<file path="config.mk">
export PLATFORM = sky130hd
export DESIGN_NAME = univ_shift_reg
export DESIGN_NICKNAME = d
export VERILOG_FILES = /design/src/rtl/usr_pkg.sv /design/src/rtl/usr_frame_counter.sv /design/src/rtl/univ_shift_reg.sv
export SDC_FILE = /design/constraint.sdc
export NUM_CORES = 1
export LEC_CHECK = 0
export BUFFER_PORTS_ARGS = -buffer_cell sky130_fd_sc_hd__buf_4
export CAP_MARGIN = 20
export CORE_MARGIN = 5
export CORE_UTILIZATION = 43
export DETAILED_ROUTE_END_ITERATION = 8
export GPL_ROUTABILITY_DRIVEN = 1
export MAX_ROUTING_LAYER = met4
export PLACE_DENSITY = 0.76
export REMOVE_ABC_BUFFERS = 1
export SYNTH_ARGS = -nofsm -noshare
export SYNTH_HDL_FRONTEND = slang
export SYNTH_SLANG_ARGS = --single-unit
</file>
<file path="constraint.sdc">
create_clock -name clk -period 1.31 [get_ports clk]
set_clock_uncertainty 0.1 [all_clocks]
set_input_delay 0.1965 -clock clk [delete_from_list [all_inputs] [get_ports clk]]
set_output_delay 0.1965 -clock clk [all_outputs]
set_load 0.05 [all_outputs]
</file>
<file path="src/rtl/usr_pkg.sv">
// Shared definitions for the universal shift register slice.
//
// Contents:
//   MODE_*    two-bit operating mode encodings used on univ_shift_reg.mode
//   is_shift  helper returning 1 for the two shifting modes
package usr_pkg;

    localparam logic [1:0] MODE_HOLD = 2'b00;
    localparam logic [1:0] MODE_SHL  = 2'b01;
    localparam logic [1:0] MODE_SHR  = 2'b10;
    localparam logic [1:0] MODE_LOAD = 2'b11;

    // True for the modes that move data and therefore advance the frame count.
    function automatic logic is_shift(input logic [1:0] mode_v);
        return (mode_v == MODE_SHL) || (mode_v == MODE_SHR);
    endfunction

endpackage

</file>
<file path="src/rtl/usr_frame_counter.sv">
// Frame counter for univ_shift_reg.
//
// Counts shift edges modulo WIDTH. When the WIDTH-th shift of a frame lands,
// the count wraps to zero and frame_done pulses high for exactly one cycle.
//
// Ports:
//   clk         in   1      rising-edge clock
//   rst_n       in   1      asynchronous active-low reset
//   step        in   1      a shift is applied on this edge
//   clear       in   1      a parallel load is applied on this edge (wins over step)
//   shift_cnt   out  CNT_W  shifts since last load/wrap, 0..WIDTH-1 (registered)
//   frame_done  out  1      one-cycle pulse after the WIDTH-th shift (registered)
module usr_frame_counter #(
    parameter int WIDTH = 8,
    parameter int CNT_W = $clog2(WIDTH + 1)
) (
    input  logic             clk,
    input  logic             rst_n,
    input  logic             step,
    input  logic             clear,
    output logic [CNT_W-1:0] shift_cnt,
    output logic             frame_done
);

    localparam logic [CNT_W-1:0] CNT_LAST = CNT_W'(WIDTH - 1);
    localparam logic [CNT_W-1:0] CNT_ZERO = {CNT_W{1'b0}};
    localparam logic [CNT_W-1:0] CNT_ONE  = CNT_W'(1);

    logic [CNT_W-1:0] cnt_r;
    logic             done_r;

    // Count register and completion pulse; any edge that is not a shift drops the pulse.
    always_ff @(posedge clk or negedge rst_n) begin
        if (!rst_n) begin
            cnt_r  <= CNT_ZERO;
            done_r <= 1'b0;
        end else if (clear) begin
            cnt_r  <= CNT_ZERO;
            done_r <= 1'b0;
        end else if (step) begin
            if (cnt_r == CNT_LAST) begin
                cnt_r  <= CNT_ZERO;
                done_r <= 1'b1;
            end else begin
                cnt_r  <= cnt_r + CNT_ONE;
                done_r <= 1'b0;
            end
        end else begin
            cnt_r  <= cnt_r;
            done_r <= 1'b0;
        end
    end

    assign shift_cnt  = cnt_r;
    assign frame_done = done_r;

endmodule

</file>
<file path="src/rtl/univ_shift_reg.sv">
// Universal WIDTH-bit shift register with true/complement outputs and a
// frame counter. Modes: hold, shift-left, shift-right, parallel load.
//
// Build option: define USR_ROTATE_EN to add the rot port; with rot=1 the
// shifts recirculate the bit leaving the register instead of taking sin_r/sin_l.
//
// Ports:
//   clk         in   1      rising-edge clock
//   rst_n       in   1      asynchronous active-low reset
//   en          in   1      1 = apply mode this edge, 0 = hold (counter included)
//   mode        in   2      00 HOLD, 01 SHL, 10 SHR, 11 LOAD
//   sin_r       in   1      serial input entering bit 0 on SHL
//   sin_l       in   1      serial input entering bit WIDTH-1 on SHR
//   rot         in   1      (USR_ROTATE_EN only) 1 = shifts rotate
//   pdata       in   WIDTH  parallel load data
//   q           out  WIDTH  register contents
//   qbar        out  WIDTH  complement of q
//   sout_msb    out  1      q[WIDTH-1]
//   sout_lsb    out  1      q[0]
//   shift_cnt   out  CNT_W  shifts since last load/wrap
//   frame_done  out  1      one-cycle pulse on completion of WIDTH shifts
module univ_shift_reg
    import usr_pkg::*;
#(
    parameter int WIDTH = 8
) (
    input  logic                         clk,
    input  logic                         rst_n,
    input  logic                         en,
    input  logic [1:0]                   mode,
    input  logic                         sin_r,
    input  logic                         sin_l,
`ifdef USR_ROTATE_EN
    input  logic                         rot,
`endif
    input  logic [WIDTH-1:0]             pdata,
    output logic [WIDTH-1:0]             q,
    output logic [WIDTH-1:0]             qbar,
    output logic                         sout_msb,
    output logic                         sout_lsb,
    output logic [$clog2(WIDTH+1)-1:0]   shift_cnt,
    output logic                         frame_done
);

    localparam int CNT_W = $clog2(WIDTH + 1);

    logic [WIDTH-1:0] q_r;
    logic [WIDTH-1:0] q_next_s;
    logic             shl_fill_s;
    logic             shr_fill_s;
    logic             step_s;
    logic             clear_s;

    // Select the bit shifted into each end: serial inputs, or the outgoing bit when rotating.
    always_comb begin
        shl_fill_s = sin_r;
        shr_fill_s = sin_l;
`ifdef USR_ROTATE_EN
        if (rot) begin
            shl_fill_s = q_r[WIDTH-1];
            shr_fill_s = q_r[0];
        end else begin
            shl_fill_s = sin_r;
            shr_fill_s = sin_l;
        end
`endif
    end

    // Mode decode: next register value and the counter controls for this edge.
    always_comb begin
        q_next_s = q_r;
        step_s   = 1'b0;
        clear_s  = 1'b0;
        if (en) begin
            case (mode)
                MODE_HOLD: begin
                    q_next_s = q_r;
                end
                MODE_SHL: begin
                    q_next_s = {q_r[WIDTH-2:0], shl_fill_s};
                end
                MODE_SHR: begin
                    q_next_s = {shr_fill_s, q_r[WIDTH-1:1]};
                end
                MODE_LOAD: begin
                    q_next_s = pdata;
                    clear_s  = 1'b1;
                end
                default: begin
                    q_next_s = q_r;
                end
            endcase
            step_s = is_shift(mode);
        end else begin
            q_next_s = q_r;
            step_s   = 1'b0;
            clear_s  = 1'b0;
        end
    end

    // Data register.
    always_ff @(posedge clk or negedge rst_n) begin
        if (!rst_n) begin
            q_r <= {WIDTH{1'b0}};
        end else begin
            q_r <= q_next_s;
        end
    end

    assign q        = q_r;
    assign qbar     = ~q_r;
    assign sout_msb = q_r[WIDTH-1];
    assign sout_lsb = q_r[0];

    usr_frame_counter #(
        .WIDTH (WIDTH),
        .CNT_W (CNT_W)
    ) u_frame_counter (
        .clk        (clk),
        .rst_n      (rst_n),
        .step       (step_s),
        .clear      (clear_s),
        .shift_cnt  (shift_cnt),
        .frame_done (frame_done)
    );

endmodule

</file>
**Word level (Yosys, flattened, before mapping)**

Index checks and enable logic that the tools add are counted.
Widths: inputs -> output; s select.

- Add/sub/neg operators: 1
- Equality and inequality tests: 4
- Mux-type cells: 10
- Bitwise operators: 2
- Reduce and logical (&&, ||, !) cells: 4

Operator list:

| kind | count |
|---|---|
| $pmux 8 s3 | 1 |
| $mux 4 | 3 |
| $not 8->8 | 1 |
| $mux 1 | 6 |
| $add 4x1->4 const B | 1 |
| $eq 2x2->1 const B | 2 |
| $eq 4x3->1 const B | 1 |
| $eq 2x1->1 const B | 1 |
| $logic_not 2->1 | 1 |
| $reduce_and 2->1 | 1 |
| $reduce_bool 2->1 | 1 |
| $logic_or 1x1->1 | 1 |
| $not 1->1 | 1 |

- Bits in registers: 13
- Bits of input ports: 15
- Output and inout bits: 23
- Word-level logic and storage cells: 24

**Longest topological paths before layout**

Gate-level depths: netlist of the first run.

- Word-level depth: 5
- Gate-level depth with buffers: 7
- Mapped depth without buffers: 5

**By module**

A second synthesis of the first run with hierarchy kept.

- Cells, all modules: 76
- Area total of the unflattened synthesis: 793.3 sq um

By module, submodules not included:

| module | instances | cells each | area an instance (sq um) | seq. area each (sq um) |
|---|---|---|---|---|
| univ_shift_reg | 1 | 55 | 539.3 | 200.2 |
| usr_frame_counter | 1 | 21 | 254.0 | 125.1 |

**Worst setup path after synthesis of the first run**

No wires, ideal clock.

- Path kind: reg-to-reg
- Start point: register u_frame_counter.cnt_r[0], in the netlist u_frame_counter.shift_cnt[0]
- End point: register u_frame_counter.cnt_r[3], in the netlist u_frame_counter.shift_cnt[3]
- Library setup time: 0.067 ns
- Data arrival time: 1.319 ns
- Data required time: 1.143 ns
- Slack: -0.176 ns
- Stages on the path, launching flop included: 4
- Path buffers: 0
- Clock period less this slack: 1.486 ns
- Path through: dfrtp_1 -> ha_1 -> nor4_1 -> a22o_1

- Cells in the longest elaborated chain, start to end: 4
- Elaborated cells between the ends (all ways): 5
- Those cells by class: add/sub (1); eq/ne (1); mux (3)

RTL lines:

| what | RTL line | RTL |
|---|---|---|
| from (decl) | usr_frame_counter.sv:29 | `logic [CNT_W-1:0] cnt_r;` |
| from (signal assigned) | usr_frame_counter.sv:45 | `cnt_r <= cnt_r + CNT_ONE;` |
| from (signal assigned) | usr_frame_counter.sv:49 | `cnt_r <= cnt_r;` |
| $add 4x1->4 / $eq 4x3->1 (equally long branches) | usr_frame_counter.sv:45, usr_frame_counter.sv:41 |  |
| $mux 4 * | usr_frame_counter.sv:41 | `if (cnt_r == CNT_LAST) begin` |
| $mux 4 * | usr_frame_counter.sv:40 | `end else if (step) begin` |
| $mux 4 * | usr_frame_counter.sv:37 | `end else if (clear) begin` |

Every way passes the cells marked *; elsewhere a longest branch is shown, timed or not. The select of a mux whose other input is x is not followed.
A chain may end at the register's enable or synchronous reset.

**Worst setup path after layout of the first run**

- Start point: register q_r[2], in the netlist q[2]
- End point: output port qbar[2]

- Cells in the longest elaborated chain, start to end: 1

RTL lines:

| what | RTL line | RTL |
|---|---|---|
| from (decl) | univ_shift_reg.sv:47 | `logic [WIDTH-1:0] q_r;` |
| from (signal assigned) | univ_shift_reg.sv:104 | `q_r <= {WIDTH{1'b0}};` |
| from (signal assigned) | univ_shift_reg.sv:106 | `q_r <= q_next_s;` |
| $not 8->8 | univ_shift_reg.sv:111 | `assign qbar = ~q_r;` |
| to (decl) | univ_shift_reg.sv:38 | `output logic [WIDTH-1:0] qbar,` |

No other way between the ends.

==> results of run 1 <==
registers in the layout, indices dropped and copies added (netlist names):
register                    cells
u_frame_counter.frame_done      1
q                               8
u_frame_counter.shift_cnt       4
routing by layer:
| metal | vias up | part of all wire |
|---|---|---|
| li1 | 371 | - |
| met4 | 0 | 0 |
| met2 | 26 | 0.51 |
| met1 | 362 | 0.44 |
| met3 | 0 | 0.052 |
| met5 | - | 0 |
report_power, final:
part,internal [uW],switching [uW],total [uW],leakage [uW]
Combinational,379,728,1110,0.000412
Clock,118,131,249,0.0000150
Sequential,482,81.7,564,0.000154
kinds of logic after synthesis:
kind of cell / after synthesis
and+or+nand+nor: 11
AOI/OAI and AO/OA: 33
buffers and inverters: 17
adders and majority gates: 4
DFF: 13
layout by cell type, fill, tap and decap left out, drive strengths merged, types with 2 or more instances in the layout:
cell type / n
nand2: 2
a22o: 9
nor2: 2
a21oi: 9
ha: 4
clkbuf: 4
buf: 44
dfrtp: 13
o21ai: 4
inv: 11
nand2b: 2
a211oi: 8
stage by stage:
| stage | setup TNS (ns) | area (sq um) | std cells |
|---|---|---|---|
| 4_1_cts | 0 | 1090 | 138 |
| 2_1_floorplan | -2.83 | 704 | 72 |
| 3_5_place_dp | -1.76 | 1060 | 133 |
| 6_report | 0 | 1130 | 138 |
| 3_3_place_gp | -1.34 | 1060 | 133 |
| 5_1_grt | 0 | 1130 | 138 |
area by class of cell:
class	instances	area (sq um)
clock buffers	4	26.3
well taps	17	21.3
fillers	152	562
inverters	11	41.3
flip-flops and latches	13	325
repair buffers	45	367
multi-input cells	48	347
critical path, delay by kind of cell, from the launching register on:
kind	cells	cell delay (ns)
buf+inv	2	0.28
flops	1	0.43
path summary, 6_finish.rpt:
kind,start,end,slack (ns)
max,q[2]$_DFFE_PN0P_,qbar[2],0.03
min,sin_r,q[0]$_DFFE_PN0P_,0.10
max reg2reg,u_frame_counter.shift_cnt[0]$_DFFE_PN0P_,u_frame_counter.shift_cnt[0]$_DFFE_PN0P_,0.10
min reg2reg,u_frame_counter.shift_cnt[3]$_DFFE_PN0P_,u_frame_counter.frame_done$_DFF_PN0_,0.47
max in group asynchronous,rst_n,u_frame_counter.shift_cnt[2]$_DFFE_PN0P_,0.74
min in group asynchronous,rst_n,q[2]$_DFFE_PN0P_,0.20
repair_timing:
item / 4_1_cts / 5_1_grt
resized for setup: 0 / 10
setup endpoints to repair: 0 / 11
hold endpoints to repair: 13 / 0
hold buffers: 1 / 0
==> impl_metrics.csv, run 1 <==
group,metric,value,unit
sta,slew_headroom,0.773,
logic_synthesis,ys_seq_area_frac,0.436,
sta,hold_ws,0.102,ns
logic_synthesis,synthesis.area,746,sq um
drt,avgViaCountPerCell,5.50,
critical_path,path_cells,"inv_1 > buf_4",
grt,antenna_found_initial,0,
logic_synthesis,synthArstFlopShare,1.00,
sta,layout_setup_ws,0.0327,ns
min_path,holdPathStages,3,
logic_synthesis,ys_ff_latch,13,
logic_synthesis,yosys.area_share.simple,0.0822,
drt,drt_iter0_drc,10,
drt,first_pass_iters,2,
logic_synthesis,syn_inst,78,
power,vdd_drop_max,1.09,mV
sta,setup_viol,0,
finish,nNetsFinal,141,
cts,post-cts-setup-buffer-count,0,
logic_synthesis,synthTopCellsByArea,"dfrtp_1 (44%), a22o_1 (11%), a211oi_1 (8.1%)",
die,die_h,51.6,microns
sta,finalHoldViolCount,0,
logic_synthesis,ys.warnings.count,0,
logic_synthesis,synth.most_common_cell,"dfrtp_1",
critical_path,critPathKind,"flip-flop to primary output",
sta,fin_crit,1.28,ns
drt,vias,759,
cts,insertion_delay,0.27,ns
die,core,0.00169,sq mm
min_path,hold_path.class,"input port to flip-flop",
finish,final_util,0.667,
power,p_leak,0.000582,uW
logic_synthesis,synthAdderAreaFrac,0.0671,
logic_synthesis,synth_area_per_cell,9.56,sq um
grt,track_usage,0.163,
finish,drive_above_1_share,0.413,
logic_synthesis,synth_compound_area_frac,0.304,
sta,final-max-slew-violation-count,0,
grt,grt_pass1_wl,3190,microns
drt,routedWlPerCell,15.1,microns
die,die_x,51.6,microns
logic_synthesis,synth-xor-area-share,0,
die,die_area,0.00267,sq mm
logic_synthesis,synth_edf_count,0,
critical_path,required,1.01,ns
sta,finalCritPeriodShare,0.975,
logic_synthesis,ys_top_cells_by_count,"dfrtp_1 (13), inv_1 (11), a21oi_1 (9), a22o_1 (9), a211oi_1 (8)",
outcome,status,"complete, no violations",
finish,syn_to_final_growth,51.2,%
drt,antenna_left,0,
grt,first_global_vias,713,
die,io_pins,38,
grt,use_met3,0.0315,
grt,grt_max_degree,15,
die,start_util,0.441,
critical_path,cp_data_arrival_time,0.98,ns
grt,grt_use_met2,0.267,
logic_synthesis,synth_top_family_by_area,"compound AO/OA/AOI/OAI gates",
job,maxCapViolCount,0,
place,place_ws,-0.221,ns
logic_synthesis,ys_types,22,
cts,htree_levels,1,
cts,clockRootBuffer,"clkbuf_4",
cts,clk_pin_slew_worst_paths,0.09,ns
place,gp_congestion,0.850,
grt,gr-max-usage-layer,"met2",
critical_path,reg2reg_depth,4,
cts,cts_max_path_buffers,2,
grt,met1_usage,0.203,
drt,drc,0,
logic_synthesis,synthMuxAreaShare,0,
grt,overflow,0,
sta,clock.fmax,0.783,GHz
cts,numCtsBuffers,3,
critical_path,crit_fanout,4,
logic_synthesis,synth_top_area_share,0.436,
place,io_buffers,37,
power,power.density,1700,mW/mm^2
drt,wirelength,2090,microns
place,dpl.hpwl,1610,microns
cts,cts_tree,"done",
critical_path,start_kind,"flip-flop",
cts,cts_sinks,13,
power,power,1920,uW
sta,rsz0062_at_grt,"no",
die,rows,15,
logic_synthesis,synth_top_flop_cell,"dfrtp_1",
critical_path,slowest_delay,0.43,ns
logic_synthesis,netlist.top_cell.by_area,"dfrtp_1",
sta,worst_pin_slew,0.341,ns
finish,num_antenna_cells,0,
critical_path,crit_path_end_kind,"primary output",
critical_path,crit_path_top_delay_cell,"dfrtp_1",
(Power assumes the default switching activity.)
==> inputs of run 2 (changes only) <==
--- a/config.mk
+++ b/config.mk
@@ -5,14 +5,15 @@
 export SDC_FILE = /design/constraint.sdc
 export NUM_CORES = 1
 export LEC_CHECK = 0
+export ABC_AREA = 1
 export BUFFER_PORTS_ARGS = -buffer_cell sky130_fd_sc_hd__buf_4
 export CAP_MARGIN = 20
 export CORE_MARGIN = 5
-export CORE_UTILIZATION = 43
+export CORE_UTILIZATION = 46
 export DETAILED_ROUTE_END_ITERATION = 8
 export GPL_ROUTABILITY_DRIVEN = 1
 export MAX_ROUTING_LAYER = met4
-export PLACE_DENSITY = 0.76
+export PLACE_DENSITY = 0.78
 export REMOVE_ABC_BUFFERS = 1
 export SYNTH_ARGS = -nofsm -noshare
 export SYNTH_HDL_FRONTEND = slang
==> run 2 against run 1 <==
  * Clock power up 4%
  * Critical endpoint is now qbar[3]
  * Largest power group unchanged
  * Largest cell class is now multi-input gates
  * Sequential power up 1%
  * Via count up 22%
  * Critical path depth unchanged
  * Combinational power down 8%
==> impl_metrics.csv, run 2 <==
group,metric,value,unit
place,dpl.hpwl,1720,microns
grt,first_global_vias,864,
sta,slew_headroom,0.799,
logic_synthesis,synth_area_per_cell,6.43,sq um
critical_path,crit_path_end_kind,"primary output",
die,rows,15,
cts,cts_tree,"done",
place,place_ws,0.0397,ns
die,die_x,53.6,microns
sta,finalHoldViolCount,0,
logic_synthesis,synth_compound_area_frac,0.0272,
grt,grt_max_degree,14,
die,die_area,0.00287,sq mm
sta,fin_crit,1.28,ns
finish,final_cell_mix,"nand2_1 (76), buf_4 (44), inv_1 (20)",
logic_synthesis,synthMuxAreaShare,0,
logic_synthesis,syn_inst,136,
critical_path,critPathKind,"flip-flop to primary output",
finish,largest_register_ffs,8,
cts,insertion_delay,0.28,ns
logic_synthesis,synthTopCellsByArea,"dfrtp_1 (37%), nand2_1 (33%), inv_1 (9.0%)",
power,vdd_drop_max,1.08,mV
grt,antenna_found_initial,0,
drt,vias,928,
logic_synthesis,synth.most_common_cell,"nand2_1",
finish,final_cells,208,
sta,setup_viol,0,
drt,avgViaCountPerCell,4.46,
cts,clk_pin_slew_worst_paths,0.09,ns
drt,drc,0,
power,power.density,1460,mW/mm^2
grt,track_usage,0.179,
place,io_buffers,37,
logic_synthesis,synth_top_family_by_area,"simple AND/OR/NAND/NOR gates",
die,io_pins,38,
sta,layout_setup_ws,0.0339,ns
logic_synthesis,synthArstFlopShare,1.00,
logic_synthesis,synth_top_flop_cell,"dfrtp_1",
critical_path,cp_data_arrival_time,0.98,ns
job,maxCapViolCount,0,
place,gp_congestion,0.789,
sta,rsz0062_at_grt,"yes",
critical_path,required,1.01,ns
finish,nNetsFinal,203,
logic_synthesis,synth_edf_count,0,
cts,numCtsBuffers,3,
critical_path,start_kind,"flip-flop",
grt,overflow,0,
finish,drive_above_1_share,0.317,
cts,cts_max_path_buffers,2,
logic_synthesis,yosys.area_share.simple,0.402,
logic_synthesis,ys_seq_area_frac,0.372,
min_path,hold_path.class,"input port to flip-flop",
place,dp.cells,198,
die,start_util,0.496,
cts,htree_levels,1,
cts,clockRootBuffer,"clkbuf_4",
drt,first_pass_iters,4,
finish,final_common_cell,"nand2_1",
die,die_h,53.6,microns
drt,routedWlPerCell,10.6,microns
sta,finalCritPeriodShare,0.974,
critical_path,crit_fanout,5,
finish,syn_to_final_growth,44.8,%
logic_synthesis,synth-xor-area-share,0,
sta,clock.fmax,0.784,GHz
power,p_leak,0.000760,uW
logic_synthesis,ys.warnings.count,0,
drt,wirelength,2200,microns
finish,num_antenna_cells,0,
cts,cts_sinks,13,
logic_synthesis,ys_top_cells_by_count,"nand2_1 (76), inv_1 (21), dfrtp_1 (13)",
logic_synthesis,synth_top_area_share,0.372,
logic_synthesis,netlist.top_cell.by_area,"dfrtp_1",
logic_synthesis,ys_ff_latch,13,
grt,grt_pass1_wl,3630,microns
logic_synthesis,synthAdderAreaFrac,0.0572,
die,core,0.00176,sq mm
drt,drt_iter0_drc,8,
drt,antenna_left,0,
logic_synthesis,synthesis.area,875,sq um
sta,worst_pin_slew,0.301,ns
logic_synthesis,ys_types,15,
outcome,status,"complete, no violations",
sta,final-max-slew-violation-count,0,
finish,final_util,0.718,
==> run 2: cell count changes after synthesis, sizes merged, moves of 3 or more <==
cell,before,now
a211oi,8,0
nor2,2,7
inv,11,24
a22o,9,0
nand2,2,76
a21oi,9,0
nand3,0,3
==> run 2: final cells by class <==
| class | count | area [sq um] |
|---|---|---|
| fillers | 157 | 498 |
| multi-input cells | 95 | 428 |
| repair buffers | 47 | 363 |
| flip-flops and latches | 13 | 328 |
| inverters | 24 | 90.1 |
| well taps | 25 | 31.3 |
| clock buffers | 4 | 26.3 |
==> run 2: per-layer routing <==
metal,wire [microns],vias up,global-route usage
li1,-,490,-
met1,875,408,0.189
met2,1140,25,0.320
met3,139,5,0.0277
met4,42,0,0.0894
met5,0,-,-
==> run 2: worst paths after layout <==
check                      slack [ns]                                      from                                  endpoint  cells after the start
max reg2reg                      0.15  u_frame_counter.shift_cnt[1]$_DFFE_PN0P_  u_frame_counter.shift_cnt[3]$_DFFE_PN0P_                      6
min                              0.11                                     sin_r                          q[0]$_DFFE_PN0P_                      5
min in group asynchronous        0.18                                     rst_n  u_frame_counter.shift_cnt[3]$_DFFE_PN0P_                      2
max                              0.03                          q[3]$_DFFE_PN0P_                                   qbar[3]                      2
max in group asynchronous        0.75                                     rst_n                          q[3]$_DFFE_PN0P_                      2
min reg2reg                      0.43  u_frame_counter.shift_cnt[0]$_DFFE_PN0P_  u_frame_counter.shift_cnt[0]$_DFFE_PN0P_                      1
==> run 2: cell families (layout without fill, tap and decap cells) <==
logic type,count (synthesis),count (layout)
AO/OA/AOI/OAI,4,4
adder cells (fa/ha/maj),4,4
buffers and inverters,28,75
flip-flops,13,13
AND/OR/NAND/NOR,87,87
==> run 2: critical path: stages (launching register included) <==
cell and delay [ns]:
dfrtp_2 0.45, inv_1 0.07, buf_4 0.19
==> run 2: power breakdown <==
part	switching (uW)	internal [uW]	leakage, uW
sequential	94.9	477	0.000167
clock	140	118	0.0000150
combinational	688	333	0.000578
==> run 2: through the flow <==
stage	TNS [ns]	hold WS [ns]	total power (uW)	instance area, sq um
after floorplan	-1.29	-0.199	1220	841
after global placement	0	-0.0477	1530	1180
after detailed placement	0	-0.0459	1550	1180
after CTS	0	0.107	1800	1220
after global routing	-0.0142	0.114	1970	1270
final	0	0.107	1850	1270
==> run 2: what timing repair did <==
item	CTS	global route
buffers inserted	0	5
endpoints found under the hold margin	13	0
hold buffers	1	0
gates resized for setup	0	6
endpoints found under the setup margin	0	9
==> inputs of run 3 (changes only) <==
--- a/config.mk
+++ b/config.mk
@@ -8,7 +8,7 @@
 export ABC_AREA = 1
 export BUFFER_PORTS_ARGS = -buffer_cell sky130_fd_sc_hd__buf_4
 export CAP_MARGIN = 20
-export CORE_MARGIN = 5
+export CORE_MARGIN = 10
 export CORE_UTILIZATION = 46
 export DETAILED_ROUTE_END_ITERATION = 8
 export GPL_ROUTABILITY_DRIVEN = 1
==> run 3 against run 2 <==
  * Total power increased by 1.0%
  * First-iteration DRC count increased to 4.9 times the previous value
  * Cell count unchanged
  * Global-route usage decreased by 5.8 points
  * Worst setup slack improved by 0.0044 ns
  * Critical path depth unchanged
==> impl_metrics.csv, run 3 (same netlist as run 2, synthesis figures left out) <==
group,metric,value,unit
outcome,status,"complete, no violations",
cts,clockRootBuffer,"clkbuf_4",
critical_path,cp_data_arrival_time,0.98,ns
die,core,0.00176,sq mm
grt,grt_pass1_wl,3910,microns
finish,num_antenna_cells,0,
finish,final_cell_mix,"nand2_1 (76), buf_4 (46), inv_1 (21)",
grt,antenna_found_initial,0,
grt,overflow,0,
sta,worst_pin_slew,0.309,ns
finish,drive_above_1_share,0.301,
sta,fin_crit,1.27,ns
drt,drc,0,
cts,numCtsBuffers,3,
finish,final_cells,208,
place,io_buffers,37,
power,pwr-share-seq,0.302,
grt,first_global_vias,845,
cts,insertion_delay,0.28,ns
sta,final-max-slew-violation-count,0,
cts,cts_tree,"done",
power,power.density,1490,mW/mm^2
finish,final_util,0.711,
finish,final_common_cell,"nand2_1",
die,die_area,0.00405,sq mm
critical_path,critPathKind,"flip-flop to primary output",
critical_path,start_kind,"flip-flop",
sta,setup_viol,0,
drt,vias,953,
cts,clk_pin_slew_worst_paths,0.08,ns
sta,finalCritPeriodShare,0.971,
min_path,hold_path.class,"input port to flip-flop",
place,dp.cells,196,
finish,syn_to_final_growth,43.5,%
critical_path,crit_fanout,5,
die,die_h,63.6,microns
power,p_clk_frac,0.139,
finish,nNetsFinal,203,
drt,antenna_left,0,
drt,avgViaCountPerCell,4.58,
power,p_switching,940,uW
place,dpl.hpwl,2040,microns
grt,track_usage,0.120,
power,vdd_drop_max,0.919,mV
power,switching_share,0.503,
sta,slew_headroom,0.794,
die,die_x,63.6,microns
drt,wirelength,2600,microns
die,rows,15,
die,start_util,0.496,
cts,cts_sinks,13,
cts,htree_levels,1,
sta,finalHoldViolCount,0,
grt,grt_max_degree,14,
critical_path,required,1.01,ns
power,p_leak,0.000762,uW
critical_path,crit_path_end_kind,"primary output",
sta,hold_ws,0.108,ns
place,gp_congestion,0.866,
drt,drt_iter0_drc,39,
power,internal_power,930,uW
power,comb_power_share,0.559,
die,io_pins,38,
drt,routedWlPerCell,12.5,microns
sta,clock.fmax,0.786,GHz
drt,first_pass_iters,4,
cts,cts_max_path_buffers,2,
job,maxCapViolCount,0,
finish,largest_register_ffs,8,
run 3: cell counts in the layout (fill, tap and decap cells not counted):
No cell type changed its count.
run 3: worst paths after layout:
kind	depth (start not counted)	start	endpoint	slack [ns]
worst min register to register	1	u_frame_counter.shift_cnt[0]$_DFFE_PN0P_	u_frame_counter.shift_cnt[0]$_DFFE_PN0P_	0.43
worst max-delay path	2	q[0]$_DFFE_PN0P_	qbar[0]	0.04
worst max register to register	6	u_frame_counter.shift_cnt[0]$_DFFE_PN0P_	u_frame_counter.shift_cnt[3]$_DFFE_PN0P_	0.13
max in group asynchronous	2	rst_n	u_frame_counter.shift_cnt[0]$_DFFE_PN0P_	0.74
min in group asynchronous	2	rst_n	q[4]$_DFFE_PN0P_	0.19
worst min-delay path	5	sin_r	q[0]$_DFFE_PN0P_	0.11
run 3: repair_timing:
item	in CTS	in global routing
setup buffers	0	7
endpoints found under the setup margin	0	7
hold buffers	1	0
gates resized for setup	0	1
hold endpoints to repair	13	0
run 3: layer usage:
metal | wire, microns | up-vias | track usage
li1 | - | 492 | -
met1 | 1020 | 423 | 0.119
met2 | 1370 | 31 | 0.217
met3 | 163 | 7 | 0.0406
met4 | 51 | 0 | 0.0355
met5 | 0 | - | -
run 3: worst max-delay path: stages, from the launching register on:
cell and delay [ns]:
dfrtp_1 0.43, inv_1 0.08, buf_4 0.19
run 3: metrics by stage:
stage / instance area (sq um) / setup slack [ns] / power [uW] / TNS [ns]
2_1_floorplan: 841 / -0.377 / 1220 / -1.29
3_3_place_gp: 1160 / 0.00536 / 1540 / 0
3_5_place_dp: 1160 / -0.0661 / 1560 / -0.164
4_1_cts: 1200 / 0.0269 / 1820 / 0
5_1_grt: 1250 / -0.00283 / 1970 / -0.00283
6_report: 1250 / 0.0383 / 1870 / 0
run 3: final cells by class:
cell class              count  area [sq um]
well taps                  25          31.3
inverters                  24          90.1
multi-input cells          95           425
repair buffers             47           355
clock buffers               4          26.3
flip-flops and latches     13           327
fillers                   166           509
run 3: power by group through the flow:
stage | combinational [uW] | clock (uW) | sequential [uW]
after CTS | 980 | 261 | 577
after global routing | 1110 | 287 | 578
after detailed placement | 976 | 0 | 584
after global placement | 959 | 0 | 577
final | 1040 | 260 | 565
after floorplan | 362 | 0 | 860
